$ cat src/rtl/parking_gate_controller.sv
// Parking lot occupancy tracker and barrier sequencer: lowest-free-spot allocation, exit-first arbitration.
// All outputs registered (1-cycle grant latency); requests seen during an open window wait until IDLE.
module parking_gate_controller #(
  parameter  int NUM_SPOTS        = 8,
  parameter  int GATE_OPEN_CYCLES = 4,
  localparam int SPOT_W           = $clog2(NUM_SPOTS)
) (
  input  logic                clk,
  input  logic                rst_n,
  input  logic                entry_req,
  input  logic                exit_req,
  input  logic [SPOT_W-1:0]   exit_spot,
  output logic                gate_open,
  output logic                entry_grant,
  output logic                exit_grant,
  output logic [SPOT_W-1:0]   assigned_spot,
  output logic [NUM_SPOTS-1:0] occupancy,
  output logic [SPOT_W:0]     free_count,
  output logic                full,
  output logic                exit_error
);

  localparam int                CNT_W       = $clog2(GATE_OPEN_CYCLES + 1);
  localparam logic [SPOT_W:0]   SPOTS_TOTAL = (SPOT_W + 1)'(NUM_SPOTS);
  localparam logic [CNT_W-1:0]  CNT_LOAD    = CNT_W'(GATE_OPEN_CYCLES);

  typedef enum logic [1:0] {
    IDLE,
    ENTRY_OPEN,
    EXIT_OPEN
  } state_t;

  state_t               state_q, state_d;
  logic [CNT_W-1:0]     cnt_q, cnt_d;
  logic [NUM_SPOTS-1:0] occ_q, occ_d;
  logic [SPOT_W:0]      free_q, free_d;
  logic                 full_q, full_d;
  logic [SPOT_W-1:0]    spot_q, spot_d;
  logic                 gate_q, gate_d;
  logic                 entry_grant_q, entry_grant_d;
  logic                 exit_grant_q, exit_grant_d;
  logic                 exit_error_q, exit_error_d;

  logic                 exit_in_range;
  logic                 exit_ok;
  logic [SPOT_W-1:0]    free_spot;

  // Scan from the top so the last assignment wins with the lowest zero bit.
  function automatic logic [SPOT_W-1:0] lowest_free(input logic [NUM_SPOTS-1:0] occ);
    lowest_free = '0;
    for (int i = NUM_SPOTS - 1; i >= 0; i--) begin
      if (!occ[i]) lowest_free = SPOT_W'(i);
    end
  endfunction

  always_comb begin
    exit_in_range = ({1'b0, exit_spot} < SPOTS_TOTAL);
    exit_ok       = exit_req && exit_in_range && occ_q[exit_spot];
    free_spot     = lowest_free(occ_q);

    state_d       = state_q;
    cnt_d         = cnt_q;
    occ_d         = occ_q;
    free_d        = free_q;
    full_d        = full_q;
    spot_d        = spot_q;
    gate_d        = gate_q;
    entry_grant_d = 1'b0;
    exit_grant_d  = 1'b0;
    exit_error_d  = 1'b0;

    case (state_q)
      IDLE: begin
        if (exit_ok) begin
          occ_d[exit_spot] = 1'b0;
          free_d           = free_q + (SPOT_W + 1)'(1);
          full_d           = 1'b0;
          exit_grant_d     = 1'b1;
          cnt_d            = CNT_LOAD;
          gate_d           = 1'b1;
          state_d          = EXIT_OPEN;
        end else begin
          // A bad exit must not starve a waiting entry in the same cycle.
          exit_error_d = exit_req;
          if (entry_req && !full_q) begin
            occ_d[free_spot] = 1'b1;
            free_d           = free_q - (SPOT_W + 1)'(1);
            full_d           = (free_q == (SPOT_W + 1)'(1));
            spot_d           = free_spot;
            entry_grant_d    = 1'b1;
            cnt_d            = CNT_LOAD;
            gate_d           = 1'b1;
            state_d          = ENTRY_OPEN;
          end
        end
      end
      ENTRY_OPEN, EXIT_OPEN: begin
        cnt_d = cnt_q - CNT_W'(1);
        if (cnt_q == CNT_W'(1)) begin
          cnt_d   = '0;
          gate_d  = 1'b0;
          state_d = IDLE;
        end
      end
      default: begin
        gate_d  = 1'b0;
        cnt_d   = '0;
        state_d = IDLE;
      end
    endcase
  end

  always_ff @(posedge clk or negedge rst_n) begin
    if (!rst_n) begin
      state_q       <= IDLE;
      cnt_q         <= '0;
      occ_q         <= '0;
      free_q        <= SPOTS_TOTAL;
      full_q        <= 1'b0;
      spot_q        <= '0;
      gate_q        <= 1'b0;
      entry_grant_q <= 1'b0;
      exit_grant_q  <= 1'b0;
      exit_error_q  <= 1'b0;
    end else begin
      state_q       <= state_d;
      cnt_q         <= cnt_d;
      occ_q         <= occ_d;
      free_q        <= free_d;
      full_q        <= full_d;
      spot_q        <= spot_d;
      gate_q        <= gate_d;
      entry_grant_q <= entry_grant_d;
      exit_grant_q  <= exit_grant_d;
      exit_error_q  <= exit_error_d;
    end
  end

  assign gate_open     = gate_q;
  assign entry_grant   = entry_grant_q;
  assign exit_grant    = exit_grant_q;
  assign assigned_spot = spot_q;
  assign occupancy     = occ_q;
  assign free_count    = free_q;
  assign full          = full_q;
  assign exit_error    = exit_error_q;

endmodule

$ cat config.mk
export PLATFORM = sky130hd
export DESIGN_NAME = parking_gate_controller
export DESIGN_NICKNAME = d
export VERILOG_FILES = /design/src/rtl/parking_gate_controller.sv
export SDC_FILE = /design/constraint.sdc
export NUM_CORES = 1
export LEC_CHECK = 0
export ABC_AREA = 1
export CELL_PAD_IN_SITES_DETAIL_PLACEMENT = 0
export CELL_PAD_IN_SITES_GLOBAL_PLACEMENT = 1
export CORE_UTILIZATION = 41
export DETAILED_ROUTE_END_ITERATION = 16
export PLACE_DENSITY = 0.85
export SLEW_MARGIN = 5
export SYNTH_ARGS = -nofsm -noshare
export SYNTH_HDL_FRONTEND = slang
export SYNTH_SLANG_ARGS = --single-unit
$ cat constraint.sdc
create_clock -name clk -period 2.83 [get_ports clk]
set_clock_uncertainty 0.15 [all_clocks]
set_input_delay 0.566 -clock clk [delete_from_list [all_inputs] [get_ports clk]]
set_output_delay 0.566 -clock clk [all_outputs]
set_load 0.1 [all_outputs]
==> impl_summary.log, run 1 <==
[metrics] CTS buffer count: 3
[metrics] number of enable flip-flop cells after synthesis: 0
[metrics] number of antenna violations at the first check in global routing: 0
[metrics] Max Buffers Root-to-Sink: 2
[metrics] global-route wire length before repair: 5530 µm
[metrics] CP Data Arrival Time: 2.38 ns
[metrics] total length of routed wires: 3230 µm
[metrics] Routability Congestion: 0.849
[metrics] Routed wire per std cell: 12.5 µm
[metrics] register clock-pin slew on the reported worst setup and hold paths: 0.14 ns
[metrics] kind of cell adding the most delay to the critical path: simple AND/OR/NAND/NOR gates
[metrics] Synth area leader: sky130_fd_sc_hd__dfrtp_1
[metrics] fmax: 0.439 GHz
[metrics] max-cap check violation count: 0
[metrics] number of synthesized register bits: 25
[metrics] post-synthesis async set-or-reset flop share: 100%
[metrics] flip-flop cell with the highest count after synthesis: sky130_fd_sc_hd__dfrtp_1
[metrics] outcome: complete, no violations
[metrics] top-level port count: 27
[metrics] Distinct cells, synth: 28
[metrics] critical path cell sequence: clkdlybuf4s50_1 -> nor2_2 -> nand3_1 -> nand2_1 -> nor2_2 -> nand2_4 -> nand2_4 -> nand2_2 -> nand2_1 -> o21ai_0
[metrics] Fill cells: 333
[metrics] Clock Sinks: 25
[metrics] hold-fix buffers at CTS: 0
[metrics] largest incremental delay on the critical path: 0.60 ns
[metrics] portion of synthesized cell area occupied by the leading cell type: 40.2%
[metrics] synthesis warning total: 0
[metrics] Mapped Cells: 184
[metrics] setup-violating endpoint count in the final report: 0
[metrics] count of buffers from port buffering: 26
[metrics] hpwl dp: 2500 µm
[metrics] Post-Synthesis Cell Area: 1490 µm²
[metrics] number of design rule violations left after detail routing: 0
[metrics] Skew-Pair Late Insertion Delay: 0.32 ns
[metrics] pin slew with the least headroom to its limit: 0.571 ns
[metrics] buffer cell driving the clock tree root: sky130_fd_sc_hd__clkbuf_4
[metrics] remaining max-slew budget at the tightest pin: 61.7%
[metrics] TritonCTS clock tree: built
[metrics] required time reported for the critical path endpoint: 2.93 ns
[metrics] gr usage total: 17.7%
[metrics] RSZ-0062 raised after global routing: no
[metrics] net count after synthesis: 198
[metrics] number of standard-cell rows in the floorplan: 21
[metrics] length of the first detailed-routing pass in iterations: 6
[metrics] CP max-delay cell: sky130_fd_sc_hd__clkdlybuf4s50_1
[metrics] growth of design area from synthesis to finish: 18.6%
[metrics] Final Cycle Share: 80.5%
[metrics] count of cells resized by post-cts repair: 0
[metrics] setup TNS: 0 ns
[metrics] Net count, final: 227
[metrics] class of the most critical setup path: primary input to flip-flop
[metrics] gr ovfl total: 0
[metrics] number of global-route vias before repair: 1249
[metrics] CP Max Fanout: 13
[metrics] fraction of the yosys area taken by sequential cells: 42.0%
[metrics] Vias: 1311
[metrics] mean cell area of the mapped netlist: 8.11 µm²
[metrics] leading cell type in the layout, fill and taps excluded: sky130_fd_sc_hd__nand2_1
[metrics] core outline area: 3420 µm²
[metrics] pin count of the biggest net entering global routing: 26
[metrics] Synth area leaders: sky130_fd_sc_hd__dfrtp_1 40%, sky130_fd_sc_hd__nand2_1 13%, sky130_fd_sc_hd__nand3_1 6.0%, sky130_fd_sc_hd__ha_1 5.9%, sky130_fd_sc_hd__inv_1 4.5%
[metrics] Chip Height: 62.3 µm
[metrics] fin. max-slew vios: 0
[metrics] layout cells sized above 1: 20.3%
[metrics] First DRT Iteration DRCs: 61
[metrics] n_diodes: 0
[metrics] Starting Density: 43.7%
[metrics] minimum clock period: 2.28 ns
[metrics] chip width: 62.3 µm
[metrics] final antenna-violating net count: 0
[metrics] number of failing hold endpoints at the final stage: 0
[metrics] classification of the worst-slack hold path: flip-flop to flip-flop
[metrics] Setup Buffers After CTS: 0
[metrics] CTS H-tree lvls: 1
[metrics] most used cells in the layout excluding fill and tap cells: 52 x sky130_fd_sc_hd__nand2_1, 24 x sky130_fd_sc_hd__dfrtp_1, 22 x sky130_fd_sc_hd__buf_4
[metrics] post-DR vias/cell: 5.08
[metrics] kind of launch point of the worst setup path: primary input
[metrics] Setup crit end kind: flip-flop
[metrics] sum of buffers and inverters on the critical path: 1
[metrics] die area: 3890 µm²
-- metal layers --
layer	part of all wire (%)	global-route usage [%]	vias to the layer above
li1	-	-	660
met1	45	22.5	617
met2	50	31.2	29
met3	3.9	2.57	5
met4	0.99	4.94	0
met5	0	0	-
-- cells in the mapped netlist, types with 3 or more instances --
master	number
sky130_fd_sc_hd__inv_1	18
sky130_fd_sc_hd__o21ai_1	11
sky130_fd_sc_hd__nand2_4	3
sky130_fd_sc_hd__dfrtp_1	24
sky130_fd_sc_hd__xor2_1	5
sky130_fd_sc_hd__nand2_1	52
sky130_fd_sc_hd__ha_1	7
sky130_fd_sc_hd__nor2_1	7
sky130_fd_sc_hd__nand4_1	5
sky130_fd_sc_hd__o21ai_2	3
sky130_fd_sc_hd__inv_2	3
sky130_fd_sc_hd__o21ai_0	8
sky130_fd_sc_hd__nand3_1	18
-- layout make-up --
| class | count | area (µm²) | share of cell area (%) |
|---|---|---|---|
| clock inverter | 1 | 7.51 | 0.424 |
| clock buffer | 3 | 22.5 | 1.27 |
| multi-input combinational | 134 | 752 | 42.5 |
| sequential | 25 | 627 | 35.4 |
| inverter | 21 | 78.8 | 4.45 |
| timing repair buffer | 28 | 225 | 12.7 |
| tap | 46 | 57.6 | 3.25 |
-- cell families after synthesis --
group | Yosys count | synth area share, %
AO/OA/AOI/OAI | 26 | 9.81
adder cells (fa/ha/maj) | 7 | 5.87
AND/OR/NAND/NOR | 95 | 31.2
flip-flops | 25 | 42.0
XOR/XNOR | 6 | 3.52
buffers and inverters | 25 | 7.63
-- worst min-delay path, delay by kind of cell, from the launching register on --
family | cells | cell delay (ns)
and+or+nand+nor | 2 | 0.10
DFF | 1 | 0.37
-- stage by stage --
| step | instances | util [%] | hold slack (ns) | cell area (µm²) | setup slack (ns) |
|---|---|---|---|---|---|
| after CTS | 258 | 51.8 | 0.351 | 1770 | 0.546 |
| after global placement | 254 | 51.0 | 0.315 | 1740 | 0.261 |
| after detailed placement | 254 | 51.0 | 0.318 | 1740 | 0.189 |
| after global routing | 258 | 51.8 | 0.404 | 1770 | 0.391 |
| after floorplan | 184 | - | 0.120 | 1490 | 0.671 |
| final | 258 | 51.8 | 0.343 | 1770 | 0.553 |
-- sequential cells by signal (all words and copies together) (netlist names) --
name and count:
entry_grant 1, exit_grant 1, state_q 2, gate_open 1, full 1, assigned_spot 3, occupancy 8, exit_error 1
free_count 4, cnt_q 3
-- worst paths after layout --
kind                         startpoint               end  slack (ns)  cells past startpoint
max in group asynchronous         rst_n     free_count[3]        1.80                      2
min                           gate_open         gate_open        0.34                      2
min reg2reg                   gate_open         gate_open        0.34                      2
min in group asynchronous         rst_n  assigned_spot[2]        0.44                      2
max                        exit_spot[1]      occupancy[7]        0.55                     10
max reg2reg                  state_q[1]      occupancy[7]        0.97                      8
Power of run 1 is not shown: default switching activity piles up to over one toggle a cycle in this logic, so the estimate is an artifact.
==> inputs of run 2 (changes only) <==
--- a/config.mk
+++ b/config.mk
@@ -8,9 +8,9 @@
 export ABC_AREA = 1
 export CELL_PAD_IN_SITES_DETAIL_PLACEMENT = 0
 export CELL_PAD_IN_SITES_GLOBAL_PLACEMENT = 1
-export CORE_UTILIZATION = 41
+export CORE_UTILIZATION = 34
 export DETAILED_ROUTE_END_ITERATION = 16
-export PLACE_DENSITY = 0.85
+export PLACE_DENSITY = 0.75
 export SLEW_MARGIN = 5
 export SYNTH_ARGS = -nofsm -noshare
 export SYNTH_HDL_FRONTEND = slang
==> constraint.sdc (replaced) <==
create_clock -name clk -period 2.03 [get_ports clk]
set_clock_uncertainty 0.15 [all_clocks]
set_input_delay 0.406 -clock clk [delete_from_list [all_inputs] [get_ports clk]]
set_output_delay 0.406 -clock clk [all_outputs]
set_load 0.1 [all_outputs]
==> run 2 against run 1 <==
Final cell count up 7.4%. Sequential share of layout area decreased by 6.1 points. Core utilization grew 1.0 points. Die area rose by 20%. Worst hold slack better by 0.012 ns.
==> impl_summary.log, run 2 (synthesis results as in run 1) <==
[metrics] kind of launch point of the worst setup path: primary input
[metrics] Starting Density: 36.3%
[metrics] remaining max-slew budget at the tightest pin: 78.7%
[metrics] First DRT Iteration DRCs: 60
[metrics] Chip Height: 68.3 µm
[metrics] core outline area: 4120 µm²
[metrics] RSZ-0062 raised after global routing: no
[metrics] flip-flop count of the largest register, all copies and words added: 8
[metrics] Routed wire per std cell: 12.3 µm
[metrics] class of the most critical setup path: primary input to flip-flop
[metrics] max-cap check violation count: 0
[metrics] number of antenna violations at the first check in global routing: 0
[metrics] number of standard-cell rows in the floorplan: 23
[metrics] growth of design area from synthesis to finish: 45.7%
[metrics] classification of the worst-slack hold path: primary input to asynchronous set/reset pin
[metrics] setup-violating endpoint count in the final report: 0
[metrics] Setup Buffers After CTS: 0
[metrics] fmax: 0.523 GHz
[metrics] CP max-delay cell: sky130_fd_sc_hd__clkdlybuf4s50_1
[metrics] number of global-route vias before repair: 1310
[metrics] post-DR vias/cell: 4.82
[metrics] CTS H-tree lvls: 1
[metrics] die area: 4660 µm²
[metrics] final antenna-violating net count: 0
[metrics] Fill cells: 389
[metrics] total length of routed wires: 3410 µm
[metrics] gr ovfl total: 0
[metrics] leading cell type in the layout, fill and taps excluded: sky130_fd_sc_hd__nand2_1
[metrics] Setup crit end kind: flip-flop
[metrics] critical path cell sequence: clkdlybuf4s50_1 -> buf_4 -> nor2_4 -> nand2_1 -> nor2_1 -> nor2_1 -> nand2_4 -> nand2_4 -> nand2_4 -> nand2_1 -> o21ai_0
[metrics] number of failing hold endpoints at the final stage: 0
[metrics] n_diodes: 0
[metrics] CP Max Fanout: 11
[metrics] CP Data Arrival Time: 1.91 ns
[metrics] Max Buffers Root-to-Sink: 2
[metrics] most used cells in the layout excluding fill and tap cells: 52 x sky130_fd_sc_hd__nand2_1, 20 x sky130_fd_sc_hd__buf_12, 18 x sky130_fd_sc_hd__inv_1, 18 x sky130_fd_sc_hd__nand3_1, 17 x sky130_fd_sc_hd__buf_4
[metrics] global-route wire length before repair: 5690 µm
[metrics] length of the first detailed-routing pass in iterations: 4
[metrics] Routability Congestion: 0.887
[metrics] register clock-pin slew on the reported worst setup and hold paths: 0.09 ns
[metrics] number of design rule violations left after detail routing: 0
[metrics] TritonCTS clock tree: built
[metrics] pin slew with the least headroom to its limit: 0.320 ns
[metrics] Clock Sinks: 25
[metrics] Final Cycle Share: 94.1%
[metrics] Net count, final: 242
[metrics] post-route cell area: 2170 µm²
[metrics] required time reported for the critical path endpoint: 2.03 ns
[metrics] hpwl dp: 2690 µm
[metrics] CTS buffer count: 3
[metrics] Skew-Pair Late Insertion Delay: 0.26 ns
[metrics] buffer cell driving the clock tree root: sky130_fd_sc_hd__clkbuf_8
[metrics] count of buffers from port buffering: 26
[metrics] CP dominant cell by count: sky130_fd_sc_hd__nand2_4
[metrics] layout cells sized above 1: 28.6%
[metrics] instance area at placement: 2120 µm²
[metrics] pin count of the biggest net entering global routing: 26
[metrics] minimum clock period: 1.91 ns
[metrics] fin. max-slew vios: 0
[metrics] gr usage total: 16.2%
[metrics] top-level port count: 27
[metrics] Vias: 1334
[metrics] largest incremental delay on the critical path: 0.45 ns
[metrics] outcome: complete, no violations
[metrics] chip width: 68.3 µm
[run 2: cell count changes in the layout (fill, tap and decap cells not counted), sizes merged]
cell           before  now
buf                22   37
clkdlybuf4s50       6    4
clkbuf              3    4
clkinvlp            1    0
dlygate4sd2         0    1
dlymetal6s2s        0    1
[run 2: what timing repair did]
| item | CTS | global route |
|---|---|---|
| gates resized for setup | 1 | 4 |
| hold buffers | 0 | 0 |
| setup endpoints to repair | 5 | 17 |
[run 2: cell type report]
cell class | instances | area [µm²] | share of cell area (%)
clock buffers | 4 | 45.0 | 2.07
multi-input cells | 134 | 762 | 35.0
flip-flops and latches | 25 | 637 | 29.3
inverters | 21 | 78.8 | 3.62
well taps | 50 | 62.6 | 2.88
repair buffers | 43 | 589 | 27.1
[run 2: metal layers]
layer	global-route usage (%)	vias up	share of wire, %
met2	28.4	19	49
met4	3.91	0	0.29
met1	20.5	622	47
met5	0	-	0
met3	2.50	2	3.0
li1	-	691	-
[run 2: worst max-delay path, delay by kind of cell]
| family | cells | cell delay [ns] |
|---|---|---|
| AOI/OAI and AO/OA | 1 | 0.08 |
| and+or+nand+nor | 8 | 0.80 |
| buffers and inverters | 2 | 0.62 |
[run 2: final timing paths]
| path | cells past startpoint | endpoint | from | slack [ns] |
|---|---|---|---|---|
| min | 2 | occupancy[3] | rst_n | 0.36 |
| min reg2reg | 2 | state_q[1] | state_q[1] | 0.36 |
| max | 11 | occupancy[7] | exit_spot[1] | 0.12 |
| min in group clk | 2 | state_q[1] | state_q[1] | 0.36 |
| max in group asynchronous | 2 | free_count[3] | rst_n | 1.08 |
| max reg2reg | 10 | occupancy[7] | occupancy[5] | 0.29 |
[run 2: per-stage QoR]
step | hold WS, ns | setup WS [ns] | TNS [ns] | cells | utilization [%]
after floorplan | -0.0396 | -0.0126 | -0.0126 | 184 | -
final | 0.355 | 0.119 | 0 | 277 | 52.8
after detailed placement | 0.349 | -0.298 | -5.38 | 273 | 51.5
after CTS | 0.369 | 0.0146 | 0 | 277 | 52.5
after global routing | 0.379 | 0.00378 | 0 | 277 | 52.8
after global placement | 0.343 | -0.204 | -2.89 | 273 | 51.5
Power of run 2 is left out for the same reason.
==> inputs of run 3 (changes only) <==
--- a/config.mk
+++ b/config.mk
@@ -8,6 +8,7 @@
 export ABC_AREA = 1
 export CELL_PAD_IN_SITES_DETAIL_PLACEMENT = 0
 export CELL_PAD_IN_SITES_GLOBAL_PLACEMENT = 1
+export CORE_MARGIN = 2
 export CORE_UTILIZATION = 34
 export DETAILED_ROUTE_END_ITERATION = 16
 export PLACE_DENSITY = 0.75
==> constraint.sdc (replaced) <==
create_clock -name clk -period 1.65 [get_ports clk]
set_clock_uncertainty 0.15 [all_clocks]
set_input_delay 0.33 -clock clk [delete_from_list [all_inputs] [get_ports clk]]
set_output_delay 0.33 -clock clk [all_outputs]
set_load 0.1 [all_outputs]
==> run 3 against run 2 <==
Global-route usage is 0.66 points lower. Sequential cell count unchanged. Critical endpoint is now occupancy[6]. First-iteration DRC count down 28%. Setup slack got worse by 0.11 ns. Final cell count grew 7.9%. Sequential share of layout area fell by 2.7 points. Critical path type is now flip-flop to primary output.
==> impl_summary.log, run 3 (synthesis results as in run 1) <==
[metrics] global-route wire length before repair: 6180 µm
[metrics] TritonCTS clock tree: built
[metrics] kind of cell adding the most delay to the critical path: flip-flops
[metrics] minimum clock period: 1.64 ns
[metrics] leading cell type in the layout, fill and taps excluded: sky130_fd_sc_hd__nand2_1
[metrics] critical path cell sequence: buf_6 -> buf_6 -> buf_12
[metrics] kind of launch point of the worst setup path: flip-flop
[metrics] Routability Congestion: 0.833
[metrics] CP Max Fanout: 3
[metrics] hold-fix buffers at CTS: 0
[metrics] largest incremental delay on the critical path: 0.50 ns
[metrics] flip-flop count of the largest register, all copies and words added: 8
[metrics] length of the first detailed-routing pass in iterations: 4
[metrics] pin count of the biggest net entering global routing: 22
[metrics] setup-violating endpoint count in the final report: 0
[metrics] class of the most critical setup path: flip-flop to primary output
[metrics] non-filler cells in the finished layout: 299
[metrics] CP Data Arrival Time: 1.16 ns
[metrics] CP dominant cell by count: sky130_fd_sc_hd__buf_6
[metrics] layout cells sized above 1: 43.7%
[metrics] number of antenna violations at the first check in global routing: 0
[metrics] worst flop-to-flop path startpoint: occupancy[6]
[metrics] Fill cells: 392
[metrics] buffer cell driving the clock tree root: sky130_fd_sc_hd__clkbuf_8
[metrics] CTS H-tree lvls: 1
[metrics] remaining max-slew budget at the tightest pin: 81.6%
[metrics] post-DR vias/cell: 4.67
[metrics] Starting Density: 34.8%
[metrics] pin slew with the least headroom to its limit: 0.276 ns
[metrics] number of standard-cell rows in the floorplan: 24
[metrics] Chip Height: 70.3 µm
[metrics] gr usage total: 15.5%
[metrics] classification of the worst-slack hold path: primary input to asynchronous set/reset pin
[metrics] number of failing hold endpoints at the final stage: 0
[metrics] number of instances in the placed design: 292
[metrics] number of cell instances on the worst register-to-register path: 8
[metrics] register clock-pin slew on the reported worst setup and hold paths: 0.09 ns
[metrics] required time reported for the critical path endpoint: 1.17 ns
[metrics] number of design rule violations left after detail routing: 0
[metrics] Vias: 1396
[metrics] max-cap check violation count: 0
[metrics] Routed wire per std cell: 12.4 µm
[metrics] hpwl dp: 2860 µm
[metrics] fin. max-slew vios: 0
[metrics] die area: 4940 µm²
[metrics] most used cells in the layout excluding fill and tap cells: 49 x sky130_fd_sc_hd__nand2_1, 30 x sky130_fd_sc_hd__buf_4, 23 x sky130_fd_sc_hd__buf_12
[metrics] gr ovfl total: 0
[metrics] final core utilization: 58.0%
[metrics] chip width: 70.3 µm
[metrics] CTS buffer count: 3
[metrics] pre-CTS setup slack: -0.493 ns
[metrics] outcome: complete, no violations
[metrics] worst path setup slack after routing: 0.00594 ns
[metrics] growth of design area from synthesis to finish: 67.0%
[metrics] Max Buffers Root-to-Sink: 2
[metrics] core outline area: 4290 µm²
[metrics] Net count, final: 262
[metrics] Hold WS: 0.141 ns
[metrics] Skew-Pair Late Insertion Delay: 0.27 ns
[metrics] CP max-delay cell: sky130_fd_sc_hd__dfrtp_4
[metrics] Final Cycle Share: 99.6%
[metrics] Clock Sinks: 25
[metrics] RSZ-0062 raised after global routing: yes
[metrics] top-level port count: 27
[metrics] First DRT Iteration DRCs: 43
[metrics] number of global-route vias before repair: 1360
[metrics] destination of the worst register-to-register timing path: free_count[0]
[metrics] total length of routed wires: 3710 µm
[metrics] count of buffers from port buffering: 26
[metrics] n_diodes: 0
[metrics] fmax: 0.608 GHz
[metrics] Setup crit end kind: primary output
[metrics] sum of buffers and inverters on the critical path: 3
[metrics] final antenna-violating net count: 0
[metrics] setup slack of the most critical reg-to-reg path: 0.02 ns
-- run 3: changes by cell type in the layout (fill, tap and decap cells not counted), sizes merged --
cell / change
buf: +19
clkinvlp: +1
clkdlybuf4s50: -1
dlygate4sd2: +2
dlymetal6s2s: -1
-- run 3: how the worst max path moves through the flow --
| stage | to | startpoint | depth (start not counted) |
|---|---|---|---|
| floorplan | free_count[0] | occupancy[5] | 10 |
| global placement | occupancy[6] | exit_spot[1] | 11 |
| detailed placement | occupancy[6] | exit_spot[1] | 11 |
| CTS | occupancy[6] | occupancy[6] | 3 |
| global route | free_count[0] | occupancy[5] | 10 |
| finish | occupancy[6] | occupancy[6] | 3 |
-- run 3: layout make-up --
cell class                      count  area, µm²  share of cell area [%]
Multi-Input combinational cell    134        835                    33.5
Tap cell                           52       65.1                    2.61
Clock inverter                      1       7.51                   0.301
Timing Repair Buffer               63        801                    32.1
Inverter                           21       81.3                    3.26
Sequential cell                    25        662                    26.6
Clock buffer                        3       41.3                    1.66
-- run 3: timing repair --
action / 4_1_cts / 5_1_grt
resized for setup: 10 / 18
pin swaps: 1 / 8
setup endpoints to repair: 24 / 19
endpoints found under the hold margin: 0 / 0
gates cloned: 0 / 1
buffers inserted: 1 / 1
-- run 3: metal layers --
layer  wire length [µm]  global-route usage (%)  vias to the layer above
li1                   -                       -                      723
met1               1720                    20.4                      648
met2               1880                    26.9                       23
met3                 97                    2.02                        2
met4                 19                    3.85                        0
met5                  0                       0                        -
-- run 3: through the flow --
step | cell area, µm² | setup TNS, ns
after floorplan | 1540 | -1.62
after global placement | 2320 | -10.34
after detailed placement | 2320 | -10.58
after CTS | 2400 | -0.00586
after global routing | 2490 | -0.670
final | 2490 | 0
-- run 3: worst register-to-register path: stages (launching register included) --
cell and delay (ns):
sky130_fd_sc_hd__dfrtp_4 0.50, sky130_fd_sc_hd__nand4_1 0.09, sky130_fd_sc_hd__nand2_1 0.07, sky130_fd_sc_hd__nor2_2 0.16, sky130_fd_sc_hd__nand2_4 0.09, sky130_fd_sc_hd__nand2_4 0.10, sky130_fd_sc_hd__nand2_4 0.08, sky130_fd_sc_hd__buf_12 0.14
sky130_fd_sc_hd__xor2_1 0.13
Power of run 3 is left out for the same reason.
